$ cat src/rtl/mem_port_arbiter_pkg.sv
// rtl/mem_port_arbiter_pkg.sv - shared state encodings, owner codes and grant policy
package mem_port_arbiter_pkg;

  typedef enum logic [1:0] {
    ST_IDLE = 2'd0,
    ST_BUSY = 2'd1,
    ST_DONE = 2'd2
  } state_t;

  localparam logic OWN_IF = 1'b0;
  localparam logic OWN_D  = 1'b1;
  localparam int   CNT_W  = 4;

  // Data wins a tie unless it was served last, so a fetch always follows a data access.
  function automatic logic pick_data(input logic if_req, input logic d_req,
                                     input logic last_data);
    return d_req & (~if_req | ~last_data);
  endfunction

endpackage

$ cat src/rtl/mem_wait_counter.sv
// rtl/mem_wait_counter.sv - 4-bit loadable down-counter with zero flag
module mem_wait_counter
  import mem_port_arbiter_pkg::*;
(
  input  logic             clk,
  input  logic             rst,
  input  logic             load,
  input  logic [CNT_W-1:0] load_val,
  input  logic             dec,
  output logic [CNT_W-1:0] count,
  output logic             zero
);

  always_ff @(posedge clk) begin
    if (rst) begin
      count <= '0;
    end else if (load) begin
      count <= load_val;
    end else if (dec && (count != '0)) begin
      count <= count - {{(CNT_W-1){1'b0}}, 1'b1};
    end
  end

  assign zero = (count == '0);

endmodule

$ cat src/rtl/mem_port_arbiter.sv
// rtl/mem_port_arbiter.sv - single-port memory arbiter between fetch and MEM stage
module mem_port_arbiter
  import mem_port_arbiter_pkg::*;
#(
  parameter int DW      = 32,
  parameter int LATENCY = 2
) (
  input  logic          clk,
  input  logic          rst,
  input  logic          if_req,
  input  logic [DW-1:0] if_addr,
  output logic          if_ready,
  output logic [DW-1:0] if_rdata,
  input  logic          d_read,
  input  logic          d_write,
  input  logic [DW-1:0] d_addr,
  input  logic [DW-1:0] d_wdata,
  output logic          d_ready,
  output logic [DW-1:0] d_rdata,
  output logic          mem_en,
  output logic          mem_we,
  output logic [DW-1:0] mem_addr,
  output logic [DW-1:0] mem_wdata,
  input  logic [DW-1:0] mem_rdata,
  output logic          if_stall,
  output logic          d_stall
);

  localparam logic [CNT_W-1:0] CNT_INIT = CNT_W'(LATENCY - 1);

  state_t           state, next_state;
  logic             owner;
  logic             is_write;
  logic             last_data;
  logic             grant;
  logic             grant_data;
  logic             busy;
  logic             done_access;
  logic             cnt_zero;
  logic [CNT_W-1:0] cnt;
  logic             d_req;

  assign d_req       = d_read | d_write;
  assign busy        = (state == ST_BUSY);
  assign done_access = busy & cnt_zero;

  mem_wait_counter u_wait (
    .clk      (clk),
    .rst      (rst),
    .load     (grant),
    .load_val (CNT_INIT),
    .dec      (busy),
    .count    (cnt),
    .zero     (cnt_zero)
  );

  always_ff @(posedge clk) begin
    if (rst) begin
      state <= ST_IDLE;
    end else begin
      state <= next_state;
    end
  end

  always_comb begin
    next_state = state;
    grant      = 1'b0;
    grant_data = 1'b0;
    unique case (state)
      ST_IDLE: begin
        if (if_req | d_req) begin
          grant      = 1'b1;
          grant_data = pick_data(if_req, d_req, last_data);
          next_state = ST_BUSY;
        end
      end
      ST_BUSY: begin
        if (cnt_zero) begin
          next_state = ST_DONE;
        end
      end
      ST_DONE: next_state = ST_IDLE;
      default: next_state = ST_IDLE;
    endcase
  end

  always_ff @(posedge clk) begin
    if (rst) begin
      owner     <= OWN_IF;
      is_write  <= 1'b0;
      last_data <= 1'b0;
      mem_en    <= 1'b0;
      mem_we    <= 1'b0;
      mem_addr  <= '0;
      mem_wdata <= '0;
      if_ready  <= 1'b0;
      d_ready   <= 1'b0;
      if_rdata  <= '0;
      d_rdata   <= '0;
    end else begin
      if_ready <= 1'b0;
      d_ready  <= 1'b0;
      if (grant) begin
        owner     <= grant_data ? OWN_D : OWN_IF;
        is_write  <= grant_data & d_write;
        mem_en    <= 1'b1;
        mem_we    <= grant_data & d_write;
        mem_addr  <= grant_data ? d_addr : if_addr;
        mem_wdata <= grant_data ? d_wdata : '0;
      end
      // Address and write data stay on the port after completion; only the enables drop.
      if (done_access) begin
        mem_en <= 1'b0;
        mem_we <= 1'b0;
        if (owner == OWN_D) begin
          d_ready <= 1'b1;
          if (!is_write) begin
            d_rdata <= mem_rdata;
          end
        end else begin
          if_ready <= 1'b1;
          if_rdata <= mem_rdata;
        end
      end
      if (state == ST_DONE) begin
        last_data <= owner;
      end
    end
  end

  assign if_stall = if_req & ~if_ready;
  assign d_stall  = d_req & ~d_ready;

endmodule

$ cat config.mk
export PLATFORM = sky130hd
export DESIGN_NAME = mem_port_arbiter
export DESIGN_NICKNAME = d
export VERILOG_FILES = /design/src/rtl/mem_port_arbiter_pkg.sv /design/src/rtl/mem_wait_counter.sv /design/src/rtl/mem_port_arbiter.sv
export SDC_FILE = /design/constraint.sdc
export NUM_CORES = 1
export LEC_CHECK = 0
export CAP_MARGIN = 20
export CORE_AREA = 2 2 101 143
export DETAILED_ROUTE_END_ITERATION = 10
export DIE_AREA = 0 0 103 145
export PLACE_DENSITY = 0.88
export SYNTH_ARGS = -nofsm -noshare
export SYNTH_HDL_FRONTEND = slang
export SYNTH_SLANG_ARGS = --single-unit
$ cat constraint.sdc
create_clock -name clk -period 2.5 [get_ports clk]
set_input_delay 0.25 -clock clk [delete_from_list [all_inputs] [get_ports clk]]
set_output_delay 0.25 -clock clk [all_outputs]
set_load 0.005 [all_outputs]
Yosys cells after proc, flatten, opt, wreduce, memory -nomap -nowiden --
Index checks and enable logic that the tools add are counted.
Cells by class: add/subtract/negate cells 1, equal/unequal tests 4, muxes and demuxes 14, bitwise logic cells 15, reductions and logical operators 11
Operators with widths (count):
- $mux 32 | 2
- $mux 1 | 9
- $not 1->1 | 7
- $reduce_or 2->1 | 3
- $and 1x1->1 | 5
- $logic_not 4->1 | 1
- $mux 2 | 2
- $pmux 2 s2 | 1
- $reduce_and 2->1 | 2
- $reduce_bool 4->1 | 1
- $sub 4x1->4 const B | 1
- $or 1x1->1 | 3
- $reduce_and 3->1 | 1
- $eq 2x1->1 const B | 1
- $eq 2x2->1 const B | 1
- $logic_not 2->1 | 1
- $ne 2x1->1 const B | 1
- $ne 2x2->1 const B | 1
- $reduce_bool 2->1 | 1
- $logic_and 1x1->1 | 1
Storage, ports and cells: bits in registers 141, input bits 133, output and inout bits 134, logic and storage cells 59

Longest topological paths before layout --
word-level depth 6, mapped depth 7, gate-level depth less buffers 5

Modules after synthesis --
A second synthesis with hierarchy kept.
Second synthesis, totals: cell total of the unflattened synthesis 697, area, all modules 5760.5 µm²
By module, submodules not included:
- mem_port_arbiter | times used 1, cells each 668, area each 5497.8 µm², sequential area each 2742.6 µm²
- mem_wait_counter | times used 1, cells each 29, area each 262.8 µm², sequential area each 80.1 µm²

Worst setup path before layout --
Ideal clock, no wire load.
path type reg2reg, start register state[0], end register d_rdata[22], setup time 0.118 ns, data arrival time 1.720 ns, required time 2.382 ns, setup slack 0.662 ns, cell stages (with the launch flop) 7, path buffers 3, period minus slack after synthesis 1.838 ns, cell sequence dfxtp_1 or3b_1 buf_2 or4b_4 buf_6 buf_12 mux2i_1
Between the ends: word-level cells in the longest chain between the ends 3
RTL lines:
- start, declared | RTL line mem_port_arbiter.sv:31 | state_t state, next_state;
- start signal, assigned | RTL line mem_port_arbiter.sv:61 | state <= next_state;
- $eq 2x1->1 | RTL line mem_port_arbiter.sv:44 | assign busy = (state == ST_BUSY);
- $and 1x1->1 | RTL line mem_port_arbiter.sv:45 | assign done_access = busy & cnt_zero;
- $reduce_and 3->1 (no source line)
- end signal, assigned | RTL line mem_port_arbiter.sv:118 | d_rdata <= mem_rdata;
- end, declared | RTL line mem_port_arbiter.sv:19 | output logic [DW-1:0] d_rdata,
Every way passes these cells. A chain may end at the register's enable or synchronous reset.

Worst setup path after layout --
start register state[0], end register d_rdata[19]
The elaborated chain is that of the path after synthesis.

==> out/qor_table.md <==
| Group | Parameter | This run |
|---|---|---|
| hold path | Hold Path Class | input pin to register |
| routing | Total met2 wirelength after detailed routing | 8340 um |
| run status | Outcome | completed |
| cells and area | Number of diodes added for antenna fixing | 0 |
| global routing | Residual overflow from global routing | 0 |
| routing | Aggregate routed wire length | 16400 um |
| sta | Least-Margin Pin Slew | 700 ps |
| yosys | Net count of the mapped netlist | 628 |
| setup path | Delay of the slowest cell on the worst path | 690 ps |
| setup path | Crit path cell chain | or3b_1, or4b_4, mux2i_1 |
| setup path | Worst setup slack for register-to-register paths | 520 ps |
| sta | Hold_ws | 236 ps |
| sta | Worst slew margin relative to its limit | 0.533 |
| sta | Final hold violation count | 0 |
| routing | Uppermost layer routed | met4 |
| setup path | Origin of the critical flop-to-flop path | state[0] |
| place | HPWL reported at the end of detailed placement | 11800 um |
| cells and area | Synth-to-Final Area Change | 62.5% |
| sta | Final Slew Violations | 0 |
| global routing | All-Layer GR Usage | 0.220 |
| cts | CTS tree | done |
| setup path | Worst Path Max Fanout | 14 |
| hold path | Hold path startpoint | rst |
| cts | CTS-repair resized insts | 0 |
| cells and area | Ratio of cells with drive above 1 in the final layout | 0.0698 |
| power | Pwr per Cell Area | 719 nW/um2 |
| sta | Final critical path time including I/O delays and setup | 1980 ps |
| setup path | Cell with the largest stage delay on the worst path | or4b_4 |
| floorplanning | Die extent in y | 145 um |
| sta | Worst Slack Setup Final | 524 ps |
| cells and area | Leading cell type in the layout, fill and taps excluded | clkdlybuf4s50_1 |
| floorplanning | Standard-cell row count | 51 |
| place | Routability congestion estimate | 0.747 |
| yosys | Leading register cell type out of synthesis | dfxtp_1 |
| floorplanning | Area of the die | 14900 um2 |
| yosys | Multiplexer area fraction after synthesis | 0.118 |
| setup path | Count of cells along the worst register-to-register path | 3 |
| cts | Worst-Skew Late Latency | 420 ps |
| power | Leakage | 3.50 nW |
| routing | Wire length per cell after detailed routing | 17.3 um |
| routing | Via-per-instance ratio | 5.16 |
| setup path | Kind of end point of the critical path | register |
| yosys | Async set-or-reset flop fraction in the synthesized netlist | 0 |
| yosys | Xor-xnor portion of the synthesized cell area | 0 |
| cells and area | Layout Nets | 880 |
| routing | DR WL met3 | 1560 um |
| routing | Final ANT Viol Nets | 0 |
| yosys | Area of the mapped netlist | 5500 um2 |
| floorplanning | Effective utilization at floorplan | 0.403 |
| setup path | Startpoint type of the worst setup path | register |
| cts | Clock Path Buffers | 2 |
| global routing | Global-route wire length before repair | 26000 um |
| cts | CTS HTree Levels | 4 |
| hold path | Hold Crit Endpoint | mem_we |
| power | VDD IR max | 0.481 mV |
| setup path | Data arrival time of the critical path | 2260 ps |
| floorplanning | Standard cell core area | 13700 um2 |
| cells and area | Commonest cells after routing, fill and taps aside | clkdlybuf4s50_1 (265), dfxtp_1 (141), nand2b_1 (98), mux2i_1 (65) |
| cts | Setup bufs post-CTS | 0 |
| global routing | Antenna violations before repair | 0 |
| sta | Endpoints failing setup | 0 |
| place | Placement-stage worst setup slack | 436 ps |
| routing | Metal-1 WL | 5880 um |
| yosys | Largest family of logic cells by synthesized area | simple AND/OR/NAND/NOR gates |
| sta | Setup repair after global routing missed its margin | false |
| cts | Number of buffers created by CTS | 17 |
| yosys | Proportion of synthesized chip area in sequential cells | 0.513 |
| setup path | Data required time at the worst endpoint | 2790 ps |
| yosys | Count of flip-flops with a built-in enable after synthesis | 0 |
| floorplanning | Horizontal extent of the die | 103 um |
| sta | Maximum clock rate | 506 MHz |
| yosys | Number of storage elements in the synthesis netlist | 141 |
| hold path | Number of cells on the worst hold path | 2 |
| yosys | Unique cell type count in the Yosys netlist | 38 |
| sta | Final TNS setup | 0 ps |
| floorplanning | Number of top-level pins | 267 |
| yosys | Number of warnings printed during yosys synthesis | 0 |
| yosys | Simple-gate share of the synthesized area | 0.196 |
| routing | Violation count after the first detailed-routing iteration | 145 |
| cts | Clk slew on worst S/H paths | 70 ps |
| yosys | Area share of fa/ha/maj cells after synthesis | 0.00227 |
| cells and area | Share of the core filled with cells in the final layout | 0.655 |
| routing | Pre-Repair DR Iteration Count | 4 |
| routing | DRC viols | 0 |
| routing | Routed vias | 4872 |
| sta | Clk_skew | 11.0 ps |
| yosys | Post-synthesis area per instance | 11.1 um2 |
| yosys | Cells after Synth | 494 |
| cts | Master cell of the clock root buffer | clkbuf_16 |
| yosys | Synth Area in Compound Gates | 0.133 |
| setup path | Crit Path Class | register to register |
| global routing | Via count of the first global-routing pass | 5151 |
| global routing | Largest net degree at the start of global routing | 102 |
| run | Max-cap violations | 0 |
| place | Port Buf Inserts | 266 |
| setup path | Worst R2R End | d_rdata[19] |
| cts | TritonCTS sink count | 141 |
| cts | Total of hold buffers inserted after clock tree synthesis | 0 |
| sta | Final Cycle Share | 0.791 |
## cell type report
| class | count | area (um2) |
|---|---|---|
| Fill cell | 1074 | 4710 |
| Timing Repair Buffer | 276 | 2750 |
| Clock inverter | 12 | 161 |
| Clock buffer | 20 | 447 |
| Inverter | 2 | 7.51 |
| Tap cell | 185 | 231 |
| Sequential cell | 141 | 2820 |
| Multi-Input combinational cell | 308 | 2530 |
## worst max-delay path by stage
stage                    end  cells after the start  slack (ps)      from
6_report         d_rdata[19]                      3         520  state[0]
5_1_grt           d_rdata[9]                      4         430  state[0]
4_1_cts          d_rdata[19]                      3         520  state[0]
3_5_place_dp    mem_addr[15]                      5         440    if_req
3_3_place_gp   mem_wdata[25]                      5         500    if_req
2_1_floorplan    d_rdata[22]                      6         660  state[0]
## per-layer routing
metal | vias up | global-route usage
met2 | 205 | 0.380
met5 | - | 0
met4 | 0 | 0.108
met1 | 2314 | 0.223
met3 | 46 | 0.0896
li1 | 2307 | -
## cells in the mapped netlist, drive strengths merged, types with 2 or more instances
cell type / count / share of area
nor2: 7 / 0.0048
buf: 12 / 0.015
a21o: 3 / 0.0041
or3: 2 / 0.0023
nor2b: 2 / 0.0023
clkbuf: 31 / 0.021
mux2i: 65 / 0.12
a211oi: 2 / 0.0027
or3b: 2 / 0.0032
nand2: 3 / 0.0020
nand4b: 2 / 0.0032
inv: 2 / 0.0014
and4: 32 / 0.051
a22o: 32 / 0.051
nor3: 5 / 0.0055
or2: 2 / 0.0023
dfxtp: 141 / 0.51
nand2b: 98 / 0.11
a21oi: 6 / 0.0055
a221o: 32 / 0.058
## registers in the layout (all words and copies together), names as in the netlist, 2 cells and up
register,count
mem_wdata,32
mem_addr,32
d_rdata,32
state,2
if_rdata,32
u_wait.count,4
## through the flow
stage / instance area (um2) / instances / power (mW)
floorplan: 5500 / 494 / 3.12
global placement: 8330 / 912 / 3.84
detailed placement: 8330 / 912 / 3.89
CTS: 8940 / 944 / 6.48
global route: 8940 / 944 / 6.69
finish: 8940 / 944 / 6.43
## cell families (layout without fill, tap and decap cells)
family / count (synthesis) / count (layout)
AOI/OAI and AO/OA: 82 / 82
muxes: 65 / 65
adders and majority gates: 1 / 1
DFF: 141 / 141
and+or+nand+nor: 160 / 160
buffers and inverters: 45 / 310
## critical path: cells and delay by family, from the launching register on
kind / cells / cell delay (ps)
and+or+nand+nor: 2 / 1210
DFF: 1 / 460
muxes: 1 / 170
## where the power goes
group	total [mW]	internal (mW)	switching [mW]
combinational	1.25	0.777	0.473
sequential	2.60	2.46	0.131
clock	2.59	1.61	0.983
Note: power is estimated with default switching activity, not from simulation.
